File: config.mk
export PLATFORM = sky130hd
export DESIGN_NAME = mack_bus_controller
export DESIGN_NICKNAME = d
export VERILOG_FILES = /design/src/rtl/mack_bus_controller.sv
export SDC_FILE = /design/constraint.sdc
export NUM_CORES = 1
export LEC_CHECK = 0
export ABC_CLOCK_PERIOD_IN_PS = 3300
export BUFFER_PORTS_ARGS = -buffer_cell sky130_fd_sc_hd__buf_2
export CAP_MARGIN = 25
export CORE_ASPECT_RATIO = 1.1
export CORE_UTILIZATION = 58
export DETAILED_ROUTE_END_ITERATION = 6
export MAX_ROUTING_LAYER = met4
export PLACE_DENSITY = 0.82
export SLEW_MARGIN = 0
export SYNTH_ARGS = -nofsm -noshare
export SYNTH_HDL_FRONTEND = slang
export SYNTH_SLANG_ARGS = --single-unit
File: constraint.sdc
create_clock -name CLK -period 3.3 [get_ports CLK]
set_clock_uncertainty 0.1 [all_clocks]
set_input_delay 0.495 -clock CLK [delete_from_list [all_inputs] [get_ports CLK]]
set_output_delay 0.495 -clock CLK [all_outputs]
set_load 0.02 [all_outputs]
File: src/rtl/mack_bus_controller.sv
// mack_bus_controller
// Bus-cycle sequencer for a 68000 bus. It watches the address strobe and the
// decoder's active-low chip selects. It answers each cycle with DTACK after a
// per-device wait count, forwards the MFP's own DTACK, and raises VPA for
// autovectored interrupt acknowledges. If nothing answers, it raises BERR.
// A saturating count of bus errors is kept for debug.
//
// Ports (all active-low except CLK and BERR_COUNT):
//   CLK        system clock, the same clock as the CPU
//   RST        asynchronous reset
//   AS         CPU address strobe
//   IACK       interrupt-acknowledge decode
//   ROMEN      ROM select
//   RAMEN      RAM select
//   MFPEN      MFP select
//   DUARTEN    DUART select
//   DTACK_IN   DTACK from the MFP
//   DTACK      to the CPU, registered
//   BERR       to the CPU, registered
//   VPA        to the CPU, registered
//   BERR_COUNT saturating count of BERR cycles
//
// state  | meaning
// IDLE   | waiting for AS low; the cycle is classified here
// WAIT   | counting down the wait states of a fixed-latency device
// EXT    | counting up while waiting for DTACK_IN, autovector or timeout
// ACK    | DTACK low until AS goes high
// VEC    | VPA low until AS goes high
// FAULT  | BERR low until AS goes high
// DONE   | one dead cycle before the next strobe is accepted

module mack_bus_controller #(
    parameter int ROM_WAIT   = 2,
    parameter int RAM_WAIT   = 0,
    parameter int DUART_WAIT = 3,
    parameter int AVEC_WAIT  = 8,
    parameter int TIMEOUT    = 64
) (
    input  logic       CLK,
    input  logic       RST,
    input  logic       AS,
    input  logic       IACK,
    input  logic       ROMEN,
    input  logic       RAMEN,
    input  logic       MFPEN,
    input  logic       DUARTEN,
    input  logic       DTACK_IN,
    output logic       DTACK,
    output logic       BERR,
    output logic       VPA,
    output logic [7:0] BERR_COUNT
);

    localparam int CNT_W = $clog2(TIMEOUT + 1);

    // Wait counts are 4-bit quantities; higher parameter bits are dropped.
    localparam logic [CNT_W-1:0] ROM_LOAD   = CNT_W'(4'(ROM_WAIT));
    localparam logic [CNT_W-1:0] RAM_LOAD   = CNT_W'(4'(RAM_WAIT));
    localparam logic [CNT_W-1:0] DUART_LOAD = CNT_W'(4'(DUART_WAIT));
    localparam logic [CNT_W-1:0] AVEC_LAST  = CNT_W'(AVEC_WAIT - 1);
    localparam logic [CNT_W-1:0] TOUT_LAST  = CNT_W'(TIMEOUT - 1);

    typedef enum logic [2:0] {
        S_IDLE,
        S_WAIT,
        S_EXT,
        S_ACK,
        S_VEC,
        S_FAULT,
        S_DONE
    } state_t;

    state_t           state_q, state_d;
    logic [CNT_W-1:0] cnt_q, cnt_d;
    logic             iack_q, iack_d;
    logic             mfp_q, mfp_d;
    logic [7:0]       berr_count_q, berr_count_d;
    logic             dtack_q, berr_q, vpa_q;

    always_comb begin
        state_d      = state_q;
        cnt_d        = cnt_q;
        iack_d       = iack_q;
        mfp_d        = mfp_q;
        berr_count_d = berr_count_q;

        case (state_q)
            S_IDLE: begin
                if (!AS) begin
                    iack_d = 1'b0;
                    mfp_d  = 1'b0;
                    cnt_d  = '0;
                    if (!IACK) begin
                        state_d = S_EXT;
                        iack_d  = 1'b1;
                    end else if (!MFPEN) begin
                        state_d = S_EXT;
                        mfp_d   = 1'b1;
                    end else if (!DUARTEN) begin
                        state_d = S_WAIT;
                        cnt_d   = DUART_LOAD;
                    end else if (!ROMEN) begin
                        state_d = S_WAIT;
                        cnt_d   = ROM_LOAD;
                    end else if (!RAMEN) begin
                        state_d = S_WAIT;
                        cnt_d   = RAM_LOAD;
                    end else begin
                        // Unmapped access: can only end in a timeout.
                        state_d = S_EXT;
                    end
                end
            end
            S_WAIT: begin
                if (AS) begin
                    state_d = S_IDLE;
                end else if (cnt_q == '0) begin
                    state_d = S_ACK;
                end else begin
                    cnt_d = cnt_q - CNT_W'(1);
                end
            end
            S_EXT: begin
                if (AS) begin
                    state_d = S_IDLE;
                end else begin
                    cnt_d = cnt_q + CNT_W'(1);
                    // A device acknowledge beats a limit reached on the same edge.
                    if (!DTACK_IN && (iack_q || mfp_q)) begin
                        state_d = S_ACK;
                    end else if (iack_q && (cnt_q == AVEC_LAST)) begin
                        state_d = S_VEC;
                    end else if (cnt_q == TOUT_LAST) begin
                        state_d = S_FAULT;
                        if (berr_count_q != 8'hFF) begin
                            berr_count_d = berr_count_q + 8'd1;
                        end
                    end
                end
            end
            S_ACK, S_VEC, S_FAULT: begin
                if (AS) begin
                    state_d = S_DONE;
                end
            end
            S_DONE: begin
                state_d = S_IDLE;
            end
            default: begin
                state_d = S_IDLE;
            end
        endcase
    end

    always_ff @(posedge CLK or negedge RST) begin
        if (!RST) begin
            state_q      <= S_IDLE;
            cnt_q        <= '0;
            iack_q       <= 1'b0;
            mfp_q        <= 1'b0;
            berr_count_q <= 8'd0;
            dtack_q      <= 1'b1;
            berr_q       <= 1'b1;
            vpa_q        <= 1'b1;
        end else begin
            state_q      <= state_d;
            cnt_q        <= cnt_d;
            iack_q       <= iack_d;
            mfp_q        <= mfp_d;
            berr_count_q <= berr_count_d;
            // Outputs decode the next state so they change on the entry edge.
            dtack_q      <= (state_d != S_ACK);
            berr_q       <= (state_d != S_FAULT);
            vpa_q        <= (state_d != S_VEC);
        end
    end

    assign DTACK      = dtack_q;
    assign BERR       = berr_q;
    assign VPA        = vpa_q;
    assign BERR_COUNT = berr_count_q;

endmodule

## Yosys cells after proc, flatten, opt, wreduce, memory -nomap -nowiden

Cells that the tools add are included.

| operators by class | value |
|---|---|
| $add $sub $neg | 3 |
| equal/unequal tests | 15 |
| bitwise operators | 3 |
| reduce and logical (&&, ||, !) cells | 11 |
| muxes and demuxes | 26 |

Operators by type and width:

| operator | number |
|---|---|
| $mux 7 | 4 |
| $mux 3 | 8 |
| $pmux 7 s3 | 1 |
| $mux 2 | 9 |
| $pmux 3 s4 | 1 |
| $add 8x1->8 const B | 1 |
| $ne 2x2->1 const B | 4 |
| $ne 8x8->1 const B | 1 |
| $add 7x1->7 const B | 1 |
| $eq 7x3->1 const B | 1 |
| $eq 7x6->1 const B | 1 |
| $logic_not 7->1 | 1 |
| $sub 7x1->7 const B | 1 |
| $eq 3x2->1 const B | 2 |
| $eq 3x3->1 const B | 2 |
| $ne 3x3->1 const B | 2 |
| $reduce_and 6->1 | 1 |
| $reduce_and 5->1 | 1 |
| $eq 3x1->1 const B | 1 |
| $logic_not 3->1 | 1 |
| $mux 1 | 3 |
| $ne 3x2->1 const B | 1 |
| $not 1->1 | 3 |
| $reduce_bool 3->1 | 1 |
| other kinds (5) | 6 |

| word-level totals | value |
|---|---|
| flip-flop bits (word level) | 23 |
| logic and storage cells | 66 |
| output and inout bits | 11 |

## Longest topological paths before layout

| logic depth | value |
|---|---|
| word-level depth | 8 |
| gate-level depth with buffers | 9 |
| gate-level depth less buffers | 7 |

## Worst setup path before layout

No wires, ideal clock.

| timing | value |
|---|---|
| kind | register to register |
| start | register state_q[0] |
| end | register cnt_q[5] |
| stages on the path, launching flop included | 9 |
| arrival | 2.148 ns |
| path buffers | 2 |
| period minus slack after synthesis | 2.313 ns |
| slack | 0.987 ns |
| path through | dfrtp_1 buf_6 nor3b_2 inv_1 ha_1 clkbuf_1 or4b_1 a41oi_1 mux2_1 |

| on the way | value |
|---|---|
| word-level cells in the longest chain between the ends | 3 |
| elaborated cells between the ends (all ways) | 10 |
| those cells by class | 6 x eq/ne; 1 x mux; 3 x reduce/logical |

RTL lines:

| item | line | RTL |
|---|---|---|
| from (decl) | 73 | `state_t state_q, state_d;` |
| from (signal assigned) | 166 | `state_q <= state_d;` |
| $eq 3x1->1, or another cell as far along | 87 | `case (state_q)` |
| $ne 2x2->1 (no source line) or $reduce_bool 3->1 (tied branches) | n/a |  |
| $reduce_and 5->1 (no source line) | n/a |  |
| to (signal assigned) | 167 | `cnt_q <= cnt_d;` |
| to (decl) | 74 | `logic [CNT_W-1:0] cnt_q, cnt_d;` |

Several ways; a longest one is shown, not always the timed one.
A chain may end at the register's enable or synchronous reset.

## Final worst setup path

Ends and elaborated chain as after synthesis.

==> qor.yml <==
drv_slew: 0
finalCritPeriodShare_pct: 80.63
vias: 1458
cts_tree: "done"
cts_sinks: 23
postSynthAreaPerCell_um2: 10.01
drive_gt1_share_pct: 25.81
yosysMostFrequentCell: "dfrtp_1"
synth_cell_type_count: 56
ys_async_sr_fraction_pct: 100.0
drt_iter0_markers: 65
synth_common_cells: "20 x dfrtp_1, 12 x nor2_1, 11 x a21oi_1, 8 x nand2_1"
cap_violations: 0
grt_overflow: 0
leakagePower_nw: 0.8081
crit_type: "reg2reg"
portBuffers: 19
fill_cells: 220
synth_edf_count: 0
antenna_cells: 0
relSlewSlack_pct: 60.72
layout.nets: 203
clock.fmax_ghz: 0.3758
hold_path_class: "in2async"
finalHoldViolCount: 0
ys_seq_area_share_pct: 34.86
synth_area_leader_cell: "dfrtp_1"
cts_setup_buffers: 0
insertion_delay_ps: 320
endpoint_kind: "flip-flop"
cp_max_fo: 11
drt-pass1-iter-count: 7
start_util_pct: 60.36
syn_inst: 166
syn-num-nets: 182
vias_per_cell: 6.658
rows: 20
syn_to_final_growth_pct: 8.961
dieArea_um2: 3083
clock-root-buffer: "clkbuf_4"
seqCellArea_um2: 579.3
core_region_area_um2: 2753
dp_slack_ps: 695.9
ios: 20
wl_mm: 3.720
cts_resized: 0
ys.warnings.count: 0
violations: "design-rule violations"
synth_top_area_share_pct: 30.12
synthTopCellsByArea: "dfrtp_1 30%, dfstp_2 4.7%, ha_1 4.5%"
antenna_found_initial: 0
clk_pin_slew_worst_paths_ps: 120
rsz0062_at_grt: "false"
multiInputGateArea_um2: 1039
ant_nets: 0
crit_chain: "nor3b_2 > inv_1 > ha_1 > a211oi_1 > or4b_1 > a41oi_1 > mux2_1"
crit_required_ps: 3420
worst_slack_ps: 639.1
max_stage_delay_ps: 530
max-vdd-ir-drop_mv: 0.7454
cts_buffers: 3
crit_slowest_cell: "dfrtp_1"
period_needed_ps: 2661
die-width_um: 53.04
outcome: "finished with violations"
yosys_most_used_dff: "dfrtp_1"
h-tree-depth: 1
synth_seq_cells: 23
postCtsHoldBufs: 0
startpoint_type: "flip-flop"
grt_start_max_net_pins: 24
hpwl_mm: 2.887
max-clock-path-buffers: 2
post_drt_wl_per_cell_um: 16.99
synth_area_um2: 1662
cp.arrival_ps: 2780
grt_first_pass_wirelength_mm: 6.168
finalSetupTns_ps: 0
setup_viol: 0
worst_pin_slew_ps: 584.7
grt_use_total_pct: 27.73
place_congestion: 0.9277
die_h_um: 58.14
post-route-drc-count: 1
powerDensity_nw_per_um2: 938.1
first_global_vias: 1357
## worst max-delay path, delay by kind of cell, from the launching register on
| kind | cells | cell delay [ps] |
|---|---|---|
| compound gates | 2 | 580 |
| fa+ha+maj | 1 | 310 |
| buf+inv | 1 | 190 |
| flops | 1 | 530 |
| mux | 1 | 290 |
| simple gates | 2 | 550 |
## logic make-up after synthesis
group | count (synthesis) | share of synthesized area [%]
flip-flops | 23 | 34.86
multiplexers | 8 | 5.346
AND/OR/NAND/NOR | 66 | 28.16
adder cells (fa/ha/maj) | 7 | 5.723
AO/OA/AOI/OAI | 46 | 19.58
buffers and inverters | 9 | 2.635
XOR/XNOR | 7 | 3.690
## sequential cells by signal (all words and copies together) (netlist names)
| name | count |
|---|---|
| BERR_COUNT | 8 |
| cnt_q | 7 |
| state_q | 3 |
| BERR | 1 |
| DTACK | 1 |
| VPA | 1 |
| iack_q | 1 |
| mfp_q | 1 |
## final timing paths
kind / start / to / slack [ps] / cells past startpoint
max: state_q[0] / cnt_q[5] / 640 / 7
min: RST / BERR_COUNT[4] / 20 / 1
max reg2reg: state_q[0] / cnt_q[5] / 640 / 7
min reg2reg: BERR_COUNT[4] / BERR_COUNT[4] / 420 / 1
max in group asynchronous: RST / DTACK / 2720 / 1
min in group CLK: IACK / iack_q / 300 / 2
## layer usage
layer / global-route usage (%) / routed length, µm / vias up
li1: - / - / 672
met1: 33.28 / 1548 / 718
met2: 46.47 / 1870 / 55
met3: 2.887 / 192 / 13
met4: 11.65 / 108 / 0
met5: - / 0 / -
## power breakdown
part           internal (W)  switching [W]  leakage [nW]
Combinational      0.000471       0.000627         0.499
Sequential         0.000362       0.000104         0.294
Clock             0.0000474      0.0000864        0.0150
## cell usage in the layout, fill, tap and decap left out, types with 2 or more instances in the layout
master / netlist / layout
inv_1: 4 / 4
ha_1: 6 / 6
or2_1: 2 / 2
o21ai_0: 6 / 6
or4b_1: 2 / 2
nor2_2: 2 / 2
dfstp_2: 3 / 3
o211ai_1: 6 / 6
dfrtp_1: 20 / 20
mux2_1: 6 / 6
buf_4: 0 / 2
and4b_1: 2 / 2
a211oi_1: 3 / 3
o22ai_1: 2 / 2
nand2b_1: 4 / 4
o21a_1: 3 / 3
xor2_1: 6 / 6
nand2_1: 8 / 8
nand3b_1: 2 / 2
buf_2: 2 / 19
a21oi_1: 11 / 11
nor3_1: 6 / 6
nor4b_2: 2 / 2
clkbuf_4: 0 / 3
nor4_2: 4 / 4
nor3_2: 2 / 2
o21bai_1: 2 / 2
nand3_1: 5 / 5
nand4b_1: 2 / 2
nor2_1: 12 / 12
a21o_1: 3 / 3
## through the flow
stage | area (µm²) | utilization (%) | hold slack [ps] | power (W) | cells
2_1_floorplan | 1662 | - | 99.41 | 0.001313 | 166
3_3_place_gp | 1784 | 64.82 | 391.1 | 0.001489 | 215
3_5_place_dp | 1784 | 64.82 | 392.0 | 0.001544 | 215
4_1_cts | 1810 | 65.77 | 39.03 | 0.001679 | 219
5_1_grt | 1810 | 65.77 | 50.22 | 0.001838 | 219
6_report | 1810 | 65.77 | 22.25 | 0.001698 | 219
## cell type report
type                    instances  area share, %
inverters                       4         0.8293
repair buffers                 21          6.082
well taps                      33          2.281
multi-input cells             134          57.36
clock buffers                   4          1.451
flip-flops and latches         23          32.00
Note: power is estimated with default switching activity, not from simulation.
